<file path="src/rtl/uart_transceiver.sv">
// rtl/uart_transceiver.sv - full-duplex 8N1 UART sharing one 16x oversampling baud tick
// Optional: define UART_RX_SYNC_EN to put a two-flop synchroniser in front of the RX FSM.
module uart_transceiver #(
  parameter int CLK_FREQ = 100_000_000,
  parameter int BAUD     = 9600
) (
  input  logic       clk,
  input  logic       reset,
  input  logic       tx_start,
  input  logic [7:0] tx_data,
  input  logic       rx,
  output logic       tx,
  output logic       tx_busy,
  output logic [7:0] rx_data,
  output logic       rx_busy,
  output logic       rx_done
);
  localparam int TICK_DIV = CLK_FREQ / (BAUD * 16);
  localparam int TW = (TICK_DIV > 1) ? $clog2(TICK_DIV) : 1;
  localparam logic [TW-1:0] TICK_LAST = TW'(TICK_DIV - 1);

  typedef enum logic [1:0] {S_IDLE, S_START, S_DATA, S_STOP} state_t;

  logic [TW-1:0] tick_cnt;
  logic          tick;
  logic          rx_s;

  state_t     tx_state, rx_state;
  logic [3:0] tx_tick, rx_tick;
  logic [2:0] tx_bit, rx_bit;
  logic [7:0] tx_shift, rx_shift;

  assign tick = (tick_cnt == TICK_LAST);

  always_ff @(posedge clk) begin
    if (!reset)    tick_cnt <= '0;
    else if (tick) tick_cnt <= '0;
    else           tick_cnt <= tick_cnt + TW'(1);
  end

`ifdef UART_RX_SYNC_EN
  logic [1:0] rx_sync;
  always_ff @(posedge clk) begin
    if (!reset) rx_sync <= 2'b11;
    else        rx_sync <= {rx_sync[0], rx};
  end
  assign rx_s = rx_sync[1];
`else
  assign rx_s = rx;
`endif

  // The 4-bit tick counters wrap 15->0, which marks each 16-tick bit boundary.
  always_ff @(posedge clk) begin
    if (!reset) begin
      tx_state <= S_IDLE;
      tx_tick  <= 4'd0;
      tx_bit   <= 3'd0;
      tx_shift <= 8'h00;
      tx       <= 1'b1;
      tx_busy  <= 1'b0;
    end else begin
      case (tx_state)
        S_IDLE: if (tx_start) begin
          tx_shift <= tx_data;
          tx_tick  <= 4'd0;
          tx_bit   <= 3'd0;
          tx       <= 1'b0;
          tx_busy  <= 1'b1;
          tx_state <= S_START;
        end
        S_START: if (tick) begin
          tx_tick <= tx_tick + 4'd1;
          if (tx_tick == 4'd15) begin
            tx       <= tx_shift[0];
            tx_state <= S_DATA;
          end
        end
        S_DATA: if (tick) begin
          tx_tick <= tx_tick + 4'd1;
          if (tx_tick == 4'd15) begin
            tx_shift <= {1'b1, tx_shift[7:1]};
            tx_bit   <= tx_bit + 3'd1;
            if (tx_bit == 3'd7) begin
              tx       <= 1'b1;
              tx_state <= S_STOP;
            end else begin
              tx <= tx_shift[1];
            end
          end
        end
        S_STOP: if (tick) begin
          tx_tick <= tx_tick + 4'd1;
          if (tx_tick == 4'd15) begin
            tx_busy  <= 1'b0;
            tx_state <= S_IDLE;
          end
        end
        default: tx_state <= S_IDLE;
      endcase
    end
  end

  always_ff @(posedge clk) begin
    if (!reset) begin
      rx_state <= S_IDLE;
      rx_tick  <= 4'd0;
      rx_bit   <= 3'd0;
      rx_shift <= 8'h00;
      rx_data  <= 8'h00;
      rx_busy  <= 1'b0;
      rx_done  <= 1'b0;
    end else begin
      rx_done <= 1'b0;
      case (rx_state)
        S_IDLE: if (!rx_s) begin
          rx_tick  <= 4'd0;
          rx_bit   <= 3'd0;
          rx_busy  <= 1'b1;
          rx_state <= S_START;
        end
        // Half a bit in: a line that has gone high again was only a glitch.
        S_START: if (tick) begin
          rx_tick <= rx_tick + 4'd1;
          if (rx_tick == 4'd7) begin
            rx_tick <= 4'd0;
            if (rx_s) begin
              rx_busy  <= 1'b0;
              rx_state <= S_IDLE;
            end else begin
              rx_state <= S_DATA;
            end
          end
        end
        S_DATA: if (tick) begin
          rx_tick <= rx_tick + 4'd1;
          if (rx_tick == 4'd15) begin
            rx_shift <= {rx_s, rx_shift[7:1]};
            rx_bit   <= rx_bit + 3'd1;
            if (rx_bit == 3'd7) rx_state <= S_STOP;
          end
        end
        S_STOP: if (tick) begin
          rx_tick <= rx_tick + 4'd1;
          if (rx_tick == 4'd15) begin
            if (rx_s) begin
              rx_data <= rx_shift;
              rx_done <= 1'b1;
            end
            rx_busy  <= 1'b0;
            rx_state <= S_IDLE;
          end
        end
        default: rx_state <= S_IDLE;
      endcase
    end
  end

endmodule

</file>
<file path="config.mk">
export PLATFORM = sky130hd
export DESIGN_NAME = uart_transceiver
export DESIGN_NICKNAME = d
export VERILOG_FILES = /design/src/rtl/uart_transceiver.sv
export SDC_FILE = /design/constraint.sdc
export NUM_CORES = 1
export LEC_CHECK = 0
export ABC_AREA = 1
export BUFFER_PORTS_ARGS = -buffer_cell sky130_fd_sc_hd__buf_2
export CORE_ASPECT_RATIO = 0.5
export CORE_UTILIZATION = 65
export CTS_BUF_LIST = sky130_fd_sc_hd__clkbuf_4 sky130_fd_sc_hd__clkbuf_8
export CTS_CLUSTER_DIAMETER = 100
export CTS_CLUSTER_SIZE = 8
export DETAILED_ROUTE_END_ITERATION = 16
export HOLD_SLACK_MARGIN = 0.12
export MAX_ROUTING_LAYER = met4
export PLACE_DENSITY = 0.87
export SYNTH_ARGS = -nofsm -noshare
export SYNTH_HDL_FRONTEND = slang
export SYNTH_SLANG_ARGS = --single-unit
</file>
<file path="constraint.sdc">
create_clock -name clk -period 2.7 [get_ports clk]
set_clock_uncertainty 0.05 [all_clocks]
set_input_delay 0.27 -clock clk [delete_from_list [all_inputs] [get_ports clk]]
set_output_delay 0.27 -clock clk [all_outputs]
set_load 0.02 [all_outputs]
</file>
==> results.md <==
* Outcome: finished clean
* CTS Sinks at 56
* Final ANT Viol Nets at 0
* Arrival time reported for the critical path endpoint at 2.29 ns
* Met1 layer usage reported by global route at 0.3078
* Power density over the cells at 817.0 nW/um^2
* Sort of element at the end of the critical path: flip-flop
* Height of the die at 47.76 microns
* Startpoint Class: flip-flop
* Minimum hold slack at 0.2235 ns
* Minimum period implied by the final worst setup slack at 2.153 ns
* HPWL after DPL at 3904 microns
* I/O Pins at 24
* Final weighted congestion in routability-driven placement at 0.9418
* Max Fclk at 464.5 MHz
* Launch instance of the worst min-delay path: rx
* Gr ovfl total at 0
* Critical path start-end classification: reg2reg
* Largest net degree at the start of global routing at 29
* Overall power consumption at 2.428 mW
* Detailed-route wire length per cell at 12.26 microns
* Total Nets Final at 421
* Unique cell type count in the Yosys netlist at 34
* Final core utilization at 0.7497
* Hold Path Class: in2reg
* Total number of placement rows at 16
* Buffer cell driving the clock tree root: sky130_fd_sc_hd__clkbuf_8
* CTS tree: done
* Static power due to leakage at 1.287 nW
* Starting density of the core at 0.6866
* Clk Latency, worst-skew pair at 0.32 ns
* Worst Tran Pin Value at 0.6468 ns
* Final critical-path share of the clock period at 0.7974
* R2R Path Start: tick_cnt[0]$_SDFF_PP0_
* Routed WL at 5541 microns
* Yosys warning total at 0
* DRC marker count from the first detailed-route iteration at 110
* Via count at 2,488
* Bufs on Longest Clock Path at 2
* IR Drop Worst-Case VDD at 0.3827 mV
* Area Growth Syn to Fin at 9.195%
* Hold Vio Cnt, Final at 0
* Remaining design rule violation count at 0
* DRT Pass-1 Iters at 4
* Post-synthesis instance area at 2721 sq um
* Net count after synthesis at 398
* Post-synthesis average cell area at 7.276 sq um
* Final setup fails at 0
* Unrepaired setup endpoints after global routing: no
* Wire length of the first global-routing pass at 8811 microns
* Max-Cap Viols at 0
* Via count of the first global-routing pass at 2,075
* Final Max Slew Viols at 0
* Number of buffers created by CTS at 5
* Max Fanout on Critical Path at 14
* Core outline area at 3964 sq um
* Crit path from: tick_cnt[0]$_SDFF_PP0_
* Clk pin slew, worst setup/hold paths at 0.11 ns
* Global routing usage on met3 at 0.05714
* Global routing's busiest layer: met2
* Total negative slack for setup checks at 0 ns
* Ratio of cells with drive above 1 in the final layout at 0.1508
* Max_slew headroom at 0.5683
* H-tree lvl count at 2
* Antenna violations before repair at 0
* Synthesis-stage register bit count at 56
* Required time of the worst setup path at 2.83 ns
* Post-Synthesis Cells at 374
* Sequential fraction of the synthesis area at 0.4120
* # diodes at 0
* Total global routing track utilization at 0.2702
* Via/cell ratio at 5.504
* Count of input and output buffers at 23
* Met2 layer usage reported by global route at 0.4779
* Die area at 4465 sq um
* Die span in x at 93.51 microns
layer usage:
metal | part of all wire | routed length [microns]
met1 | 0.45 | 2512
met5 | 0 | 0
met3 | 0.044 | 244
met4 | 0.023 | 125
met2 | 0.48 | 2659
final timing paths:
path,end,slack (ns),cells after the start
worst min-delay path,rx_shift[7]$_SDFFE_PN0P_,0.22,3
worst min register to register,rx_busy$_SDFFE_PN0P_,0.42,2
worst max register to register,tx_bit[2]$_SDFFE_PN0P_,0.55,10
worst max-delay path,tx_bit[2]$_SDFFE_PN0P_,0.55,10
final cells by class:
class / instances / area (sq um)
clock inverters: 3 / 26.28
fillers: 298 / 992.2
flip-flops and latches: 56 / 1121
well taps: 54 / 67.56
clock buffers: 5 / 68.82
inverters: 29 / 110.1
repair buffers: 26 / 140.1
multi-input cells: 279 / 1438
worst max-delay path, stage by stage, from the launching register on:
cell and delay, ns:
sky130_fd_sc_hd__dfxtp_1 0.36, sky130_fd_sc_hd__inv_1 0.12, sky130_fd_sc_hd__ha_1 0.16, sky130_fd_sc_hd__nand2_1 0.05
sky130_fd_sc_hd__nor2_1 0.16, sky130_fd_sc_hd__nand3_4 0.25, sky130_fd_sc_hd__a21oi_2 0.19, sky130_fd_sc_hd__buf_4 0.18
sky130_fd_sc_hd__nand2_1 0.26, sky130_fd_sc_hd__nand2_1 0.15, sky130_fd_sc_hd__a21oi_1 0.08
registers in the layout, indices dropped and copies added, names as in the netlist, named ones only:
register  cells
rx_tick       4
tick_cnt     10
tx_tick       4
rx_data       8
tx_shift      8
rx_bit        3
rx_shift      8
tx_bit        3
rx_state      1
tx_busy       1
rx_busy       1
tx_state      2
tx            1
rx_done       1
timing repair:
item / CTS / global route
buffers inserted: 0 / 0
gates resized for setup: 0 / 0
hold buffers: 1 / 0
endpoints found under the hold margin: 1 / 0
power breakdown:
group | internal [mW] | leakage, nW | switching, mW
clock network | 0.190 | 0.0487 | 0.291
registers | 0.922 | 0.455 | 0.0753
logic | 0.319 | 0.784 | 0.631
total | 1.43 | 1.29 | 0.997
through the flow:
step	setup slack, ns	cell area (sq um)	cells
after CTS	0.5582	2972	452
final	0.5470	2972	452
after floorplan	1.072	2721	374
after global routing	0.3335	2972	452
after global placement	0.7080	2867	443
after detailed placement	0.5965	2867	443
synthesized netlist by cell type:
library cell	instances	area (sq um)
sky130_fd_sc_hd__nor2_1	58	217.7
sky130_fd_sc_hd__and2_1	1	6.260
sky130_fd_sc_hd__nor2_2	1	6.260
sky130_fd_sc_hd__buf_6	1	11.26
sky130_fd_sc_hd__nand3b_1	2	15.01
sky130_fd_sc_hd__o21ai_0	25	125.1
sky130_fd_sc_hd__inv_2	6	22.52
sky130_fd_sc_hd__buf_4	1	7.510
sky130_fd_sc_hd__a31oi_1	2	12.51
sky130_fd_sc_hd__nand3_1	30	150.1
sky130_fd_sc_hd__xnor2_1	2	17.52
sky130_fd_sc_hd__inv_1	22	82.58
sky130_fd_sc_hd__nand4_1	4	25.02
sky130_fd_sc_hd__o211ai_1	2	15.01
sky130_fd_sc_hd__o21ai_4	1	16.27
sky130_fd_sc_hd__nor2_4	4	45.04
sky130_fd_sc_hd__o21ai_2	1	8.760
sky130_fd_sc_hd__clkbuf_1	4	15.01
sky130_fd_sc_hd__nor4_1	3	18.77
sky130_fd_sc_hd__a21oi_2	3	26.28
sky130_fd_sc_hd__ha_1	12	150.1
sky130_fd_sc_hd__o21bai_1	2	15.01
sky130_fd_sc_hd__nor3_1	5	25.02
sky130_fd_sc_hd__a21oi_1	29	145.1
sky130_fd_sc_hd__buf_2	3	15.01
sky130_fd_sc_hd__xor2_1	2	17.52
sky130_fd_sc_hd__nand3_4	1	17.52
sky130_fd_sc_hd__dfxtp_1	56	1121
sky130_fd_sc_hd__nor3_2	1	10.01
sky130_fd_sc_hd__nand2_1	79	296.5
sky130_fd_sc_hd__clkinv_2	1	5.000
sky130_fd_sc_hd__buf_1	1	3.750
sky130_fd_sc_hd__nand2_2	8	50.05
sky130_fd_sc_hd__o21ai_1	1	5.000
cell families after synthesis:
family / share of synthesized area
flip-flops: 0.4120
XOR/XNOR: 0.01288
adder cells (fa/ha/maj): 0.05517
AND/OR/NAND/NOR: 0.3246
AO/OA/AOI/OAI: 0.1356
buffers and inverters: 0.05976
cell usage in the layout (no fill, tap or decap), types with 2 or more instances in the layout:
master / n
sky130_fd_sc_hd__a21oi_1: 29
sky130_fd_sc_hd__a21oi_2: 3
sky130_fd_sc_hd__a31oi_1: 2
sky130_fd_sc_hd__buf_2: 23
sky130_fd_sc_hd__buf_4: 2
sky130_fd_sc_hd__clkbuf_8: 5
sky130_fd_sc_hd__clkinv_4: 2
sky130_fd_sc_hd__dfxtp_1: 56
sky130_fd_sc_hd__ha_1: 12
sky130_fd_sc_hd__inv_1: 22
sky130_fd_sc_hd__inv_2: 6
sky130_fd_sc_hd__nand2_1: 79
sky130_fd_sc_hd__nand2_2: 8
sky130_fd_sc_hd__nand3_1: 30
sky130_fd_sc_hd__nand3b_1: 2
sky130_fd_sc_hd__nand4_1: 4
sky130_fd_sc_hd__nor2_1: 58
sky130_fd_sc_hd__nor2_4: 4
sky130_fd_sc_hd__nor3_1: 5
sky130_fd_sc_hd__nor4_1: 3
sky130_fd_sc_hd__o211ai_1: 2
sky130_fd_sc_hd__o21ai_0: 25
sky130_fd_sc_hd__o21bai_1: 2
sky130_fd_sc_hd__xnor2_1: 2
sky130_fd_sc_hd__xor2_1: 2
(Power assumes the default switching activity.)
